File: src/rtl/cache_port_arbiter_if.sv
// Port-side and cache-side signals of cache_port_arbiter.
// master = CPU pipeline plus cache model; slave = the arbiter.
interface cache_port_arbiter_if #(
    parameter int ADDR_W = 32,
    parameter int DATA_W = 32
);
    logic              p0_req;
    logic              p1_req;
    logic              p0_we;
    logic              p1_we;
    logic [ADDR_W-1:0] p0_addr;
    logic [ADDR_W-1:0] p1_addr;
    logic [DATA_W-1:0] p0_wdata;
    logic [DATA_W-1:0] p1_wdata;
    logic              p0_ready;
    logic              p1_ready;
    logic [DATA_W-1:0] p0_rdata;
    logic [DATA_W-1:0] p1_rdata;
    logic              c_rd_req;
    logic              c_wr_req;
    logic [ADDR_W-1:0] c_addr;
    logic [DATA_W-1:0] c_wr_data;
    logic [DATA_W-1:0] c_rd_data;
    logic              c_miss;

    modport master (
        output p0_req, p1_req, p0_we, p1_we, p0_addr, p1_addr, p0_wdata, p1_wdata,
        output c_rd_data, c_miss,
        input  p0_ready, p1_ready, p0_rdata, p1_rdata,
        input  c_rd_req, c_wr_req, c_addr, c_wr_data
    );

    modport slave (
        input  p0_req, p1_req, p0_we, p1_we, p0_addr, p1_addr, p0_wdata, p1_wdata,
        input  c_rd_data, c_miss,
        output p0_ready, p1_ready, p0_rdata, p1_rdata,
        output c_rd_req, c_wr_req, c_addr, c_wr_data
    );
endinterface

File: src/rtl/cache_port_arbiter.sv
// Round-robin arbiter sharing one cache between I-fetch (port 0) and data (port 1).
// Define CACHE_ARB_PERF_CNT_EN to build the performance counters; otherwise they read 0.
module cache_port_arbiter #(
    parameter int ADDR_W = 32,
    parameter int DATA_W = 32,
    parameter int CNT_W  = 32
) (
    input  logic             clk,
    input  logic             rst,
    cache_port_arbiter_if.slave bus,
    output logic [CNT_W-1:0] p0_acc_cnt,
    output logic [CNT_W-1:0] p1_acc_cnt,
    output logic [CNT_W-1:0] p0_miss_cnt,
    output logic [CNT_W-1:0] p1_miss_cnt,
    output logic [CNT_W-1:0] stall_cnt
);
    localparam int NUM_PORTS = 2;

    typedef struct packed {
        logic              we;
        logic [ADDR_W-1:0] addr;
        logic [DATA_W-1:0] wdata;
    } req_t;

    typedef enum logic [1:0] {ARB_IDLE, ARB_ISSUE, ARB_RESP} state_t;

    state_t                           state;
    req_t   [NUM_PORTS-1:0]           port_req;
    logic   [NUM_PORTS-1:0]           req_vld;
    req_t                             req_q;
    logic                             gnt_id;
    logic                             last;
    logic                             win;
    logic                             c_rd_req;
    logic                             c_wr_req;
    logic                             xfer_done;
    logic   [NUM_PORTS-1:0]           done;
    logic   [NUM_PORTS-1:0]           ready;
    logic   [NUM_PORTS-1:0][DATA_W-1:0] rdata;

    assign req_vld     = {bus.p1_req, bus.p0_req};
    assign port_req[0] = {bus.p0_we, bus.p0_addr, bus.p0_wdata};
    assign port_req[1] = {bus.p1_we, bus.p1_addr, bus.p1_wdata};

    // On a tie the port not served last wins; otherwise the lone requester.
    assign win = (req_vld[0] & req_vld[1]) ? ~last : req_vld[1];

    always_ff @(posedge clk or negedge rst) begin
        if (!rst) begin
            state    <= ARB_IDLE;
            req_q    <= '0;
            gnt_id   <= 1'b0;
            last     <= 1'b1;
            c_rd_req <= 1'b0;
            c_wr_req <= 1'b0;
        end else begin
            case (state)
                ARB_IDLE: begin
                    if (|req_vld) begin
                        gnt_id   <= win;
                        req_q    <= port_req[win];
                        c_rd_req <= ~port_req[win].we;
                        c_wr_req <= port_req[win].we;
                        state    <= ARB_ISSUE;
                    end
                end
                ARB_ISSUE: begin
                    if (!bus.c_miss) begin
                        c_rd_req <= 1'b0;
                        c_wr_req <= 1'b0;
                        last     <= gnt_id;
                        state    <= ARB_RESP;
                    end
                end
                ARB_RESP: state <= ARB_IDLE;
                default:  state <= ARB_IDLE;
            endcase
        end
    end

    assign xfer_done = (state == ARB_ISSUE) && !bus.c_miss;
    assign done      = {xfer_done & gnt_id, xfer_done & ~gnt_id};

    cache_port_arbiter_lane #(.DATA_W(DATA_W)) u_lane [NUM_PORTS-1:0] (
        .clk     (clk),
        .rst     (rst),
        .done    (done),
        .rd      (~req_q.we),
        .rd_data (bus.c_rd_data),
        .ready   (ready),
        .rdata   (rdata)
    );

    assign bus.c_rd_req  = c_rd_req;
    assign bus.c_wr_req  = c_wr_req;
    assign bus.c_addr    = req_q.addr;
    assign bus.c_wr_data = req_q.wdata;
    assign bus.p0_ready  = ready[0];
    assign bus.p1_ready  = ready[1];
    assign bus.p0_rdata  = rdata[0];
    assign bus.p1_rdata  = rdata[1];

`ifdef CACHE_ARB_PERF_CNT_EN
    logic [NUM_PORTS-1:0][CNT_W-1:0] acc_cnt;
    logic [NUM_PORTS-1:0][CNT_W-1:0] miss_cnt;
    logic [CNT_W-1:0]                stall_q;
    logic                            first_q;

    // first_q marks the first ISSUE cycle of an access, so a miss is counted once.
    always_ff @(posedge clk or negedge rst) begin
        if (!rst) begin
            acc_cnt  <= '0;
            miss_cnt <= '0;
            stall_q  <= '0;
            first_q  <= 1'b0;
        end else begin
            if (state == ARB_IDLE)       first_q <= 1'b1;
            else if (state == ARB_ISSUE) first_q <= 1'b0;
            if (state == ARB_RESP)
                acc_cnt[gnt_id] <= acc_cnt[gnt_id] + CNT_W'(1);
            if (state == ARB_ISSUE && bus.c_miss) begin
                stall_q <= stall_q + CNT_W'(1);
                if (first_q)
                    miss_cnt[gnt_id] <= miss_cnt[gnt_id] + CNT_W'(1);
            end
        end
    end

    assign p0_acc_cnt  = acc_cnt[0];
    assign p1_acc_cnt  = acc_cnt[1];
    assign p0_miss_cnt = miss_cnt[0];
    assign p1_miss_cnt = miss_cnt[1];
    assign stall_cnt   = stall_q;
`else
    assign p0_acc_cnt  = '0;
    assign p1_acc_cnt  = '0;
    assign p0_miss_cnt = '0;
    assign p1_miss_cnt = '0;
    assign stall_cnt   = '0;
`endif
endmodule

// Per-port completion: registered ready pulse and read-data hold register.
module cache_port_arbiter_lane #(
    parameter int DATA_W = 32
) (
    input  logic              clk,
    input  logic              rst,
    input  logic              done,
    input  logic              rd,
    input  logic [DATA_W-1:0] rd_data,
    output logic              ready,
    output logic [DATA_W-1:0] rdata
);
    always_ff @(posedge clk or negedge rst) begin
        if (!rst) begin
            ready <= 1'b0;
            rdata <= '0;
        end else begin
            ready <= done;
            if (done && rd) rdata <= rd_data;
        end
    end
endmodule

File: src/flat_wrapper.sv
// flat-port wrapper written by rule: the top's interface ports become plain ports
module cache_port_arbiter_flat 
#(
    parameter int ADDR_W = 32,
    parameter int DATA_W = 32,
    parameter int CNT_W  = 32
)
  (clk, rst, p0_acc_cnt, p1_acc_cnt, p0_miss_cnt, p1_miss_cnt, stall_cnt, bus_p0_req, bus_p1_req, bus_p0_we, bus_p1_we, bus_p0_addr, bus_p1_addr, bus_p0_wdata, bus_p1_wdata, bus_c_rd_data, bus_c_miss, bus_p0_ready, bus_p1_ready, bus_p0_rdata, bus_p1_rdata, bus_c_rd_req, bus_c_wr_req, bus_c_addr, bus_c_wr_data);
  cache_port_arbiter_if #(.ADDR_W(ADDR_W), .DATA_W(DATA_W)) bus_i ();
  input  logic clk;
  input  logic rst;
  output logic [CNT_W-1:0] p0_acc_cnt;
  output logic [CNT_W-1:0] p1_acc_cnt;
  output logic [CNT_W-1:0] p0_miss_cnt;
  output logic [CNT_W-1:0] p1_miss_cnt;
  output logic [CNT_W-1:0] stall_cnt;
  input wire logic [$bits(bus_i.p0_req)-1:0] bus_p0_req;
  input wire logic [$bits(bus_i.p1_req)-1:0] bus_p1_req;
  input wire logic [$bits(bus_i.p0_we)-1:0] bus_p0_we;
  input wire logic [$bits(bus_i.p1_we)-1:0] bus_p1_we;
  input wire logic [$bits(bus_i.p0_addr)-1:0] bus_p0_addr;
  input wire logic [$bits(bus_i.p1_addr)-1:0] bus_p1_addr;
  input wire logic [$bits(bus_i.p0_wdata)-1:0] bus_p0_wdata;
  input wire logic [$bits(bus_i.p1_wdata)-1:0] bus_p1_wdata;
  input wire logic [$bits(bus_i.c_rd_data)-1:0] bus_c_rd_data;
  input wire logic [$bits(bus_i.c_miss)-1:0] bus_c_miss;
  output wire logic [$bits(bus_i.p0_ready)-1:0] bus_p0_ready;
  output wire logic [$bits(bus_i.p1_ready)-1:0] bus_p1_ready;
  output wire logic [$bits(bus_i.p0_rdata)-1:0] bus_p0_rdata;
  output wire logic [$bits(bus_i.p1_rdata)-1:0] bus_p1_rdata;
  output wire logic [$bits(bus_i.c_rd_req)-1:0] bus_c_rd_req;
  output wire logic [$bits(bus_i.c_wr_req)-1:0] bus_c_wr_req;
  output wire logic [$bits(bus_i.c_addr)-1:0] bus_c_addr;
  output wire logic [$bits(bus_i.c_wr_data)-1:0] bus_c_wr_data;
  assign bus_i.p0_req = bus_p0_req;
  assign bus_i.p1_req = bus_p1_req;
  assign bus_i.p0_we = bus_p0_we;
  assign bus_i.p1_we = bus_p1_we;
  assign bus_i.p0_addr = bus_p0_addr;
  assign bus_i.p1_addr = bus_p1_addr;
  assign bus_i.p0_wdata = bus_p0_wdata;
  assign bus_i.p1_wdata = bus_p1_wdata;
  assign bus_i.c_rd_data = bus_c_rd_data;
  assign bus_i.c_miss = bus_c_miss;
  assign bus_p0_ready = bus_i.p0_ready;
  assign bus_p1_ready = bus_i.p1_ready;
  assign bus_p0_rdata = bus_i.p0_rdata;
  assign bus_p1_rdata = bus_i.p1_rdata;
  assign bus_c_rd_req = bus_i.c_rd_req;
  assign bus_c_wr_req = bus_i.c_wr_req;
  assign bus_c_addr = bus_i.c_addr;
  assign bus_c_wr_data = bus_i.c_wr_data;
  cache_port_arbiter #(.ADDR_W(ADDR_W), .DATA_W(DATA_W), .CNT_W(CNT_W)) u_core (.clk(clk), .rst(rst), .bus(bus_i), .p0_acc_cnt(p0_acc_cnt), .p1_acc_cnt(p1_acc_cnt), .p0_miss_cnt(p0_miss_cnt), .p1_miss_cnt(p1_miss_cnt), .stall_cnt(stall_cnt));
endmodule
File: config.mk
export PLATFORM = sky130hd
export DESIGN_NAME = cache_port_arbiter_flat
export DESIGN_NICKNAME = d
export VERILOG_FILES = /design/src/rtl/cache_port_arbiter_if.sv /design/src/rtl/cache_port_arbiter.sv /design/src/flat_wrapper.sv
export SDC_FILE = /design/constraint.sdc
export NUM_CORES = 1
export LEC_CHECK = 0
export CAP_MARGIN = 20
export CORE_AREA = 2 2 177 179
export CTS_CLUSTER_SIZE = 8
export DETAILED_ROUTE_END_ITERATION = 8
export DIE_AREA = 0 0 179 181
export PLACE_DENSITY = 0.7
export SLEW_MARGIN = 30
export SYNTH_ARGS = -nofsm -noshare
export SYNTH_HDL_FRONTEND = slang
export SYNTH_HIERARCHICAL = 1
export SYNTH_SLANG_ARGS = --single-unit
File: constraint.sdc
create_clock -name clk -period 3 [get_ports clk]
set_clock_uncertainty 0.2 [all_clocks]
set_input_delay 0.45 -clock clk [delete_from_list [all_inputs] [get_ports clk]]
set_output_delay 0.45 -clock clk [all_outputs]
set_load 0.02 [all_outputs]
======== Yosys cells after proc, flatten, opt, wreduce, memory -nomap -nowiden ========
Cells that the tools add are included.
word-level totals
  bits in registers ....................... 137
  input bits .............................. 167
  output and inout port bits .............. 292
  logic and storage cells ................. 46
operators by class
  order comparisons ....................... 1
  equal/unequal tests ..................... 3
  mux-type cells .......................... 11
  bitwise operators ....................... 8
  reductions and logical operators ........ 11
operator list
  cell                                                                          number
  65-bit 2-to-1 mux                                                             2
  2-bit AND reduction                                                           3
  1-bit NOT                                                                     5
  1-bit 2-to-1 mux                                                              4
  2-bit 2-to-1 mux                                                              2
  1-bit case mux with 2 select lines                                            2
  2-bit case mux with 2 select lines                                            1
  1-bit bitwise AND                                                             3
  1-bit logical AND                                                             3
  3-bit AND reduction                                                           1
  2-bit by 1-bit == test with 1-bit output, second input constant               1
  2-bit zero test                                                               1
  1-bit by 2-bit less-than comparator with 1-bit output, second input constant  1
  2-bit by 1-bit inequality test with 1-bit output, second input constant       1
  2-bit inequality test, second input constant                                  1
  2-bit nonzero test                                                            1
  2-bit OR reduction                                                            1
  1-bit zero test                                                               1

======== Longest topological paths before layout ========
Gate-level depths: netlist of run 1.
  depth in word-level cells ............... 7
  gate-level depth with buffers ........... 6
  mapped depth without buffers ............ 4

======== By module ========
Netlist of run 1, hierarchy kept.
by module, submodules not included
  module                   instances  cells each  area each (sq um)  sequential area each (sq um)
  cache_port_arbiter       1          459         5455.2             1778.0
  cache_port_arbiter_lane  2          69          1370.1             825.8

======== Worst setup path after synthesis of run 1 ========
OpenSTA, ideal clock, no wires.
  path type ............................... input port to flip-flop
  start ................................... input port bus_c_miss
  end ..................................... register u_core.u_lane[1].rdata[0]
  setup time .............................. 125 ps
  arrival time ............................ 1822 ps
  data required time ...................... 2675 ps
  path slack .............................. 853 ps
  stages on the path ...................... 6
  path buffers ............................ 2
  cells stage by stage .................... or3b_2 clkbuf_1 nor2_1 nand2_4 buf_12 mux2_4
between the ends
  longest elaborated chain between the ends .. 4
RTL lines
  what                      line                       text
  start, declared           flat_wrapper.sv:26         input wire logic [$bits(bus_i.c_miss)-1:0] bus_c_miss;
  1-bit zero test           n/a
  1-bit logical AND         cache_port_arbiter.sv:81   assign xfer_done = (state == ARB_ISSUE) && !bus.c_miss;
  1-bit bitwise AND         cache_port_arbiter.sv:82   assign done = {xfer_done & gnt_id, xfer_done & ~gnt_id};
  named net u_core.done[1]  cache_port_arbiter.sv:37   logic [NUM_PORTS-1:0] done;
  1-bit logical AND         cache_port_arbiter.sv:161  if (done && rd) rdata <= rd_data;
  end signal, assigned      cache_port_arbiter.sv:161
  end, declared             cache_port_arbiter.sv:153  output logic [DATA_W-1:0] rdata
The timed path passes the listed nets, and every way through them passes these cells.
A chain may end at the register's enable or synchronous reset.

======== Final worst setup path of run 1 ========
  start ................................... register u_core.state[1]
  end ..................................... register u_core.u_lane[1].rdata[19]
between the ends
  longest elaborated chain between the ends .. 4
RTL lines
  what                                      line                       text
  start, declared                           cache_port_arbiter.sv:27   state_t state;
  start signal, assigned                    cache_port_arbiter.sv:50   state <= ARB_IDLE;
  start signal, assigned                    cache_port_arbiter.sv:64   state <= ARB_ISSUE;
  start signal, assigned                    cache_port_arbiter.sv:72   state <= ARB_RESP;
  2-bit by 1-bit == test with 1-bit output  cache_port_arbiter.sv:81
  1-bit logical AND                         cache_port_arbiter.sv:81
  1-bit bitwise AND                         cache_port_arbiter.sv:82
  named net u_core.done[1]                  cache_port_arbiter.sv:37
  1-bit logical AND                         cache_port_arbiter.sv:161
The timed path passes the listed nets, and every way through them passes these cells.

==> results.txt, run 1 <==
----------------------------------------------------
[Clocking]
  Clock input transition at the sequential cells of the worst setup and hold paths ... 70 ps
  Setup fix buffers added after clock tree synthesis ... 0
  CTS Root Buffer Type ... clkbuf_16
  Clock tree from TritonCTS ... yes
  H-tree depth reported by CTS ... 4
  Clock sink count ... 137
  CTS Buf Count ... 17
  Number of buffers between clock root and the deepest sink ... 2
  Insertion delay to the later sink of the worst-skew pair ... 410 ps

[Finish]
  Final core utilization ... 0.367
  Most common cell after layout, fill and taps aside ... clkdlybuf4s50_1
  Count of nets after finishing ... 1006
  Total inserted antenna cells ... 0
  Signed area change from the synthesized netlist to the final layout ... 36.1%
  Post-route cell area ... 0.0112 mm2
  Layout cell share with drive strength beyond 1 ... 0.284
  Most frequent cells in the layout ... clkdlybuf4s50_1 (297), conb_1 (160), mux2_4 (140), dfrtp_1 (136), mux2_2 (52)

[Worst setup path]
  Standard cell with the maximum stage delay on the critical path ... or3b_2
  CP required ... 3100 ps
  Critical path peak fanout ... 32
  Nature of the critical path endpoint ... flop
  Crit Path Category ... flop to flop
  Cells along the critical path ... or3b_2 > nor2_1 > nand2_4 > buf_12 > mux2_4
  Critical path's largest stage delay ... 560 ps
  Setup crit start kind ... flop
  Arrival time at the worst endpoint ... 2330 ps

[Timing]
  Final Max Tran Viols ... 0
  Final Hold Slack ... 279 ps
  Sum of negative setup slack ... 0 ps
  Max Fclk ... 0.449 GHz
  Number of hold-slack violations in the final timing report ... 0
  Share of the clock period used by the worst path after layout ... 0.742
  Final setup violating endpoints ... 0
  Setup repair after global routing missed its margin ... no
  Final Worst Setup Slack ... 773 ps
  Time the worst path needs with I/O delays and setup ... 2230 ps

[Synth]
  Post-Synthesis Mean Instance Area ... 13.7 um2
  Number of standard cells after synthesis ... 597
  Post-Synthesis Cell Area ... 0.00820 mm2
  Yosys warning count ... 6
  Sequential-to-total area share from yosys stat ... 0.418
  Number of distinct library cells after synthesis ... 23
  Seq cells post-synth ... 137

[Route]
  Routed vias ... 4646
  Routed length per instance ... 14.6 um
  Starting DRC count in detailed routing ... 127
  Met2 routed wirelength ... 9.03 mm
  Routed wire length ... 18.3 mm
  Average vias per placed instance ... 3.72
  Wire length the detailed router placed on met1 ... 7.26 mm
  Drt drc ... 0
  Residual antenna-violating net count after detailed routing ... 0
  Router iterations before antenna repair ... 4
  Highest metal used ... met5
  Met3 layer wire length in the routed design ... 1.84 mm

[Die]
  Die height ... 181 um
  Area enclosed by the die boundary ... 0.0324 mm2
  Width of the die ... 179 um
  Core footprint ... 0.0303 mm2
  FP Rows ... 64
  Effective utilization at floorplan ... 0.270
  I/O pins ... 459

[Pwr]
  Switching share of power ... 0.355
  Seq pwr share ... 0.294
  Combinational share of power ... 0.510
  Power per standard cell area ... 1020 mW/mm2
  Switching Power ... 0.00403 W
  Share of power burned in the clock network ... 0.197
  P_leak ... 5.22 nW
  Internal ... 0.00734 W
  Peak VDD IR ... 380 uV

[Global routing]
  Maximum number of pins on one net before global-route repair ... 64
  Aggregate global routing overflow ... 0
  Antenna violations before repair ... 2
  Number of global-route vias before repair ... 4757
  Wire length of the first global-routing pass ... 27.1 mm
  GRT Util Overall ... 0.110

[Placed design]
  Cell Area, Placed ... 0.0105 mm2
  Detailed Place HPWL ... 13.7 mm
  Post-placement worst setup slack ... 351 ps
  Routability congestion estimate from global placement ... 0.732
  Count of buffers from port buffering ... 298

[Flow run]
  Max-capacitance violation count ... 0

[Worst hold path]
  HP Class ... flop to flop

[Status]
  Run status ... completed

----------------------------------------------------
synthesized netlist by cell type, drive strengths merged:
library cell	count	area, um2
buf	244	1910
mux2	192	2690
dfrtp	136	3400
nand2	4	30.0
inv	3	11.3
mux2i	3	30.0
nor2	3	11.3
a21bo	2	20.0
a21o	1	7.51
clkbuf	1	3.75
conb	1	3.75
dfstp	1	26.3
nand3b	1	7.51
nor3	1	10.0
o311ai	1	8.76
o32ai	1	8.76
or3	1	6.26
or3b	1	8.76
routing by layer:
layer | up-vias | global-route usage
met5 | - | 0
met4 | 4 | 0.0254
met3 | 10 | 0.0442
met2 | 247 | 0.187
met1 | 2275 | 0.127
li1 | 2110 | -
metrics by stage:
step           instances  total power (W)
6_report            1248           0.0114
5_1_grt             1248           0.0120
4_1_cts             1248           0.0116
3_5_place_dp        1215          0.00922
3_3_place_gp        1215          0.00914
2_1_floorplan        756          0.00749
power by group through the flow:
stage	combinational, W	sequential [W]	clock (W)
6_report	0.00579	0.00334	0.00224
5_1_grt	0.00612	0.00346	0.00242
4_1_cts	0.00586	0.00335	0.00234
3_5_place_dp	0.00585	0.00337	0
3_3_place_gp	0.00578	0.00336	0
2_1_floorplan	0.00371	0.00378	0
critical path: cells and delay by family (launching register included):
family | cells | cell delay (ps)
AND/OR/NAND/NOR | 3 | 920
flip-flops | 1 | 450
multiplexers | 1 | 320
buffers and inverters | 1 | 200
final cells by class:
cell class              count  area (um2)
clock inverters            15         185
multi-input cells         371        3450
flip-flops and latches    137        3430
repair buffers            309        3160
inverters                   3        11.3
fillers                  2959       19200
well taps                 396         495
clock buffers              17         425
repair_timing:
action	4_1_cts	5_1_grt
hold buffers	1	0
resized for setup	0	0
endpoints found under the setup margin	0	0
endpoints found under the hold margin	33	0
cell families (layout without fill, tap and decap cells):
group                  count (synthesis)  count (layout)  synth area share
other                                  1             160          0.000458
muxes                                195             195             0.332
and+or+nand+nor                       11              11           0.00901
buffers and inverters                248             344             0.235
DFF                                  137             137             0.418
AOI/OAI and AO/OA                      5               5           0.00550
path summary, 6_finish.rpt:
| check | slack (ps) | startpoint | to | cells past startpoint |
|---|---|---|---|---|
| max | 770 | u_core/state[1] | u_core/u_lane[1]/rdata[19] | 5 |
| min | 280 | u_core/gnt_id | u_core/u_lane[0]/ready | 1 |
| max reg2reg | 770 | u_core/state[1] | u_core/u_lane[1]/rdata[19] | 5 |
| min reg2reg | 280 | u_core/gnt_id | u_core/u_lane[0]/ready | 1 |
| max in group asynchronous | 1540 | rst | u_core/bus.c_wr_data[14] | 3 |
| min in group asynchronous | 300 | rst | u_core/u_lane[0]/rdata[25] | 2 |
flip-flops by register name, indices dropped and copies added (netlist names):
register              count
u_core/bus.c_wr_data     32
u_core/last               1
u_core/u_lane/ready       2
u_core/u_lane/rdata      64
u_core/bus.c_addr        32
u_core/bus.c_wr_req       1
u_core/req_q              1
u_core/bus.c_rd_req       1
u_core/gnt_id             1
u_core/state              2
Note: power is estimated with default switching activity, not from simulation.
==> inputs of run 2 (changes only) <==
--- a/config.mk
+++ b/config.mk
@@ -6,11 +6,11 @@
 export NUM_CORES = 1
 export LEC_CHECK = 0
 export CAP_MARGIN = 20
-export CORE_AREA = 2 2 177 179
+export CORE_AREA = 2 2 178 180
 export CTS_CLUSTER_SIZE = 8
 export DETAILED_ROUTE_END_ITERATION = 8
-export DIE_AREA = 0 0 179 181
-export PLACE_DENSITY = 0.7
+export DIE_AREA = 0 0 180 182
+export PLACE_DENSITY = 0.71
 export SLEW_MARGIN = 30
 export SYNTH_ARGS = -nofsm -noshare
 export SYNTH_HDL_FRONTEND = slang
==> constraint.sdc (replaced) <==
create_clock -name clk -period 2.03 [get_ports clk]
set_clock_uncertainty 0.2 [all_clocks]
set_input_delay 0.3045 -clock clk [delete_from_list [all_inputs] [get_ports clk]]
set_output_delay 0.3045 -clock clk [all_outputs]
set_load 0.02 [all_outputs]
==> run 2 against run 1 <==
  * Die area rose by 1.1%
  * Core utilization is 0.40 points lower
  * Global-route usage shrank 0.36 points
  * Cell area is 0.99% higher
  * Critical path depth shrank 1
  * First-iteration DRC count fell by 13%
  * Hold slack lost 150 ps
  * Sequential power increased by 48%
  * Register-to-register slack lost 680 ps
  * Setup slack worse by 680 ps
  * Power increased by 49%
  * Critical path type unchanged
  * Highest routed layer is now met4
==> results.txt, run 2 (synthesis gave the netlist of run 1 again) <==
----------------------------------------------------
[Die]
  Area enclosed by the die boundary ... 0.0328 mm2 (+1.1%)
  Die height ... 182 um (+0.55%)
  Width of the die ... 180 um (+0.56%)
  Effective utilization at floorplan ... 0.264 (-0.00555)
  I/O pins ... 459 (unchanged)
  Core footprint ... 0.0310 mm2 (+2.1%)
  FP Rows ... 65 (+1.6%)

[Global routing]
  Aggregate global routing overflow ... 0 (unchanged)
  Wire length of the first global-routing pass ... 27.2 mm (+0.25%)
  Number of global-route vias before repair ... 4713 (-0.92%)
  Maximum number of pins on one net before global-route repair ... 47 (-27%)
  GRT Util Overall ... 0.106 (-0.00364)
  Antenna violations before repair ... 0 (-2)

[Worst setup path]
  Critical path peak fanout ... 26 (-19%)
  Launch point of the worst path ... u_core/last
  Arrival time at the worst endpoint ... 2040 ps (-290 ps)
  Number of cells on the worst reg-to-reg path ... 4 (-1)
  Crit Path Category ... flop to flop
  Nature of the critical path endpoint ... flop
  Origin of the critical flop-to-flop path ... u_core/last
  Setup crit start kind ... flop
  CP required ... 2130 ps (-970 ps)

[Clocking]
  Clock sink count ... 137 (unchanged)
  Clock input transition at the sequential cells of the worst setup and hold paths ... 70 ps (about the same)
  Number of buffers between clock root and the deepest sink ... 2 (unchanged)
  H-tree depth reported by CTS ... 4 (unchanged)
  Clock tree from TritonCTS ... yes
  CTS Buf Count ... 17 (unchanged)
  CTS Root Buffer Type ... clkbuf_16
  Insertion delay to the later sink of the worst-skew pair ... 410 ps (about the same)

[Finish]
  Most frequent cells in the layout ... clkdlybuf4s50_1 (296), conb_1 (160), mux2_4 (140), dfrtp_1 (136), mux2_2 (52)
  Non-filler cells, final ... 1263 (+1.2%)
  Largest reg by FF count ... u_core/u_lane/rdata
  Most common cell after layout, fill and taps aside ... clkdlybuf4s50_1
  Post-route cell area ... 0.0113 mm2 (+0.99%)
  Fillers ... 3010 (+1.7%)
  Layout cell share with drive strength beyond 1 ... 0.294 (+0.00981)
  Count of nets after finishing ... 1016 (+0.99%)
  Max reg flops ... 64 (unchanged)
  Signed area change from the synthesized netlist to the final layout ... 37.4%
  Total inserted antenna cells ... 0 (unchanged)

[Timing]
  Time the worst path needs with I/O delays and setup ... 1940 ps (-285 ps)
  Setup repair after global routing missed its margin ... no
  Final setup violating endpoints ... 0 (unchanged)
  Max Fclk ... 0.515 GHz (+15%)
  Final Hold Slack ... 125 ps (-155 ps)
  Number of hold-slack violations in the final timing report ... 0 (unchanged)
  Sum of negative setup slack ... 0 ps (unchanged)
  Final Max Tran Viols ... 0 (unchanged)
  Share of the clock period used by the worst path after layout ... 0.956 (+0.214)
  Final Worst Setup Slack ... 88.8 ps (-685 ps)

[Placed design]
  Count of buffers from port buffering ... 298 (unchanged)
  Routability congestion estimate from global placement ... 0.720 (-1.7%)
  Placed cell count ... 1231 (+1.3%)
  Detailed Place HPWL ... 13.6 mm (-0.14%)
  Post-placement worst setup slack ... -218 ps (-569 ps)
  Cell Area, Placed ... 0.0106 mm2 (+1.0%)

[Route]
  Router iterations before antenna repair ... 4 (unchanged)
  Average vias per placed instance ... 3.67 (-1.5%)
  Routed vias ... 4631 (-0.32%)
  Starting DRC count in detailed routing ... 111 (-13%)
  Residual antenna-violating net count after detailed routing ... 0 (unchanged)
  Drt drc ... 0 (unchanged)
  Routed wire length ... 17.8 mm (-2.6%)
  Routed length per instance ... 14.1 um (-3.7%)

[Worst hold path]
  HP Class ... primary input to async pin

[Status]
  Run status ... completed

[Flow run]
  Max-capacitance violation count ... 0 (unchanged)

[Pwr]
  P_leak ... 5.28 nW (+1.2%)
  Peak VDD IR ... 571 uV (+50%)
  Power per standard cell area ... 1500 mW/mm2 (+47%)

----------------------------------------------------
## run 2: cell types whose count changed in the layout (fill, tap and decap cells not counted), moves of 2 or more
cell and delta:
inv_8 -2, buf_4 +9, inv_6 +3, clkinv_4 -2, nor2_1 -2
## run 2: critical path, cell delays in order, from the launching register on
cell and delay (ps):
dfstp_2 570, a21bo_4 170, buf_12 200, mux2_2 370
mux2_2 260
## run 2: area by class of cell
cell class | instances | area, um2 | share of cell area
timing repair buffer | 319 | 3250 | 0.288
sequential | 137 | 3430 | 0.304
clock buffer | 17 | 425 | 0.0378
multi-input combinational | 371 | 3460 | 0.307
clock inverter | 14 | 185 | 0.0164
tap | 402 | 503 | 0.0447
inverter | 3 | 11.3 | 0.00100
## run 2: where the power goes
part / internal [W] / switching [W]
clock: 0.00197 / 0.00135
combinational: 0.00491 / 0.00374
sequential: 0.00412 / 0.000812
total: 0.0110 / 0.00591
## run 2: final timing paths
path | endpoint | slack [ps]
worst min register to register | u_core/u_lane[0]/ready | 260
worst min-delay path | u_core/u_lane[0]/rdata[18] | 120
worst max-delay path | u_core/bus.c_addr[15] | 90
worst max register to register | u_core/bus.c_addr[15] | 90
max in group asynchronous | u_core/last | 910
min in group clk | u_core/u_lane[0]/ready | 260
## run 2: layer usage
layer,global-route usage,routed length [um]
met5,0,0
met4,0.0286,119
met3,0.0359,1350
met2,0.181,8930
met1,0.127,7400
## run 2: timing repair
| action | 4_1_cts | 5_1_grt |
|---|---|---|
| resized for setup | 0 | 1 |
| endpoints found under the hold margin | 136 | 0 |
| setup endpoints to repair | 0 | 1 |
| setup buffers | 0 | 0 |
| hold buffers | 1 | 0 |
## run 2: metrics by stage
stage | utilization | power, W
global placement | 0.343 | 0.0136
finish | 0.363 | 0.0169
CTS | 0.363 | 0.0172
detailed placement | 0.343 | 0.0137
global route | 0.363 | 0.0178
floorplan | - | 0.0111
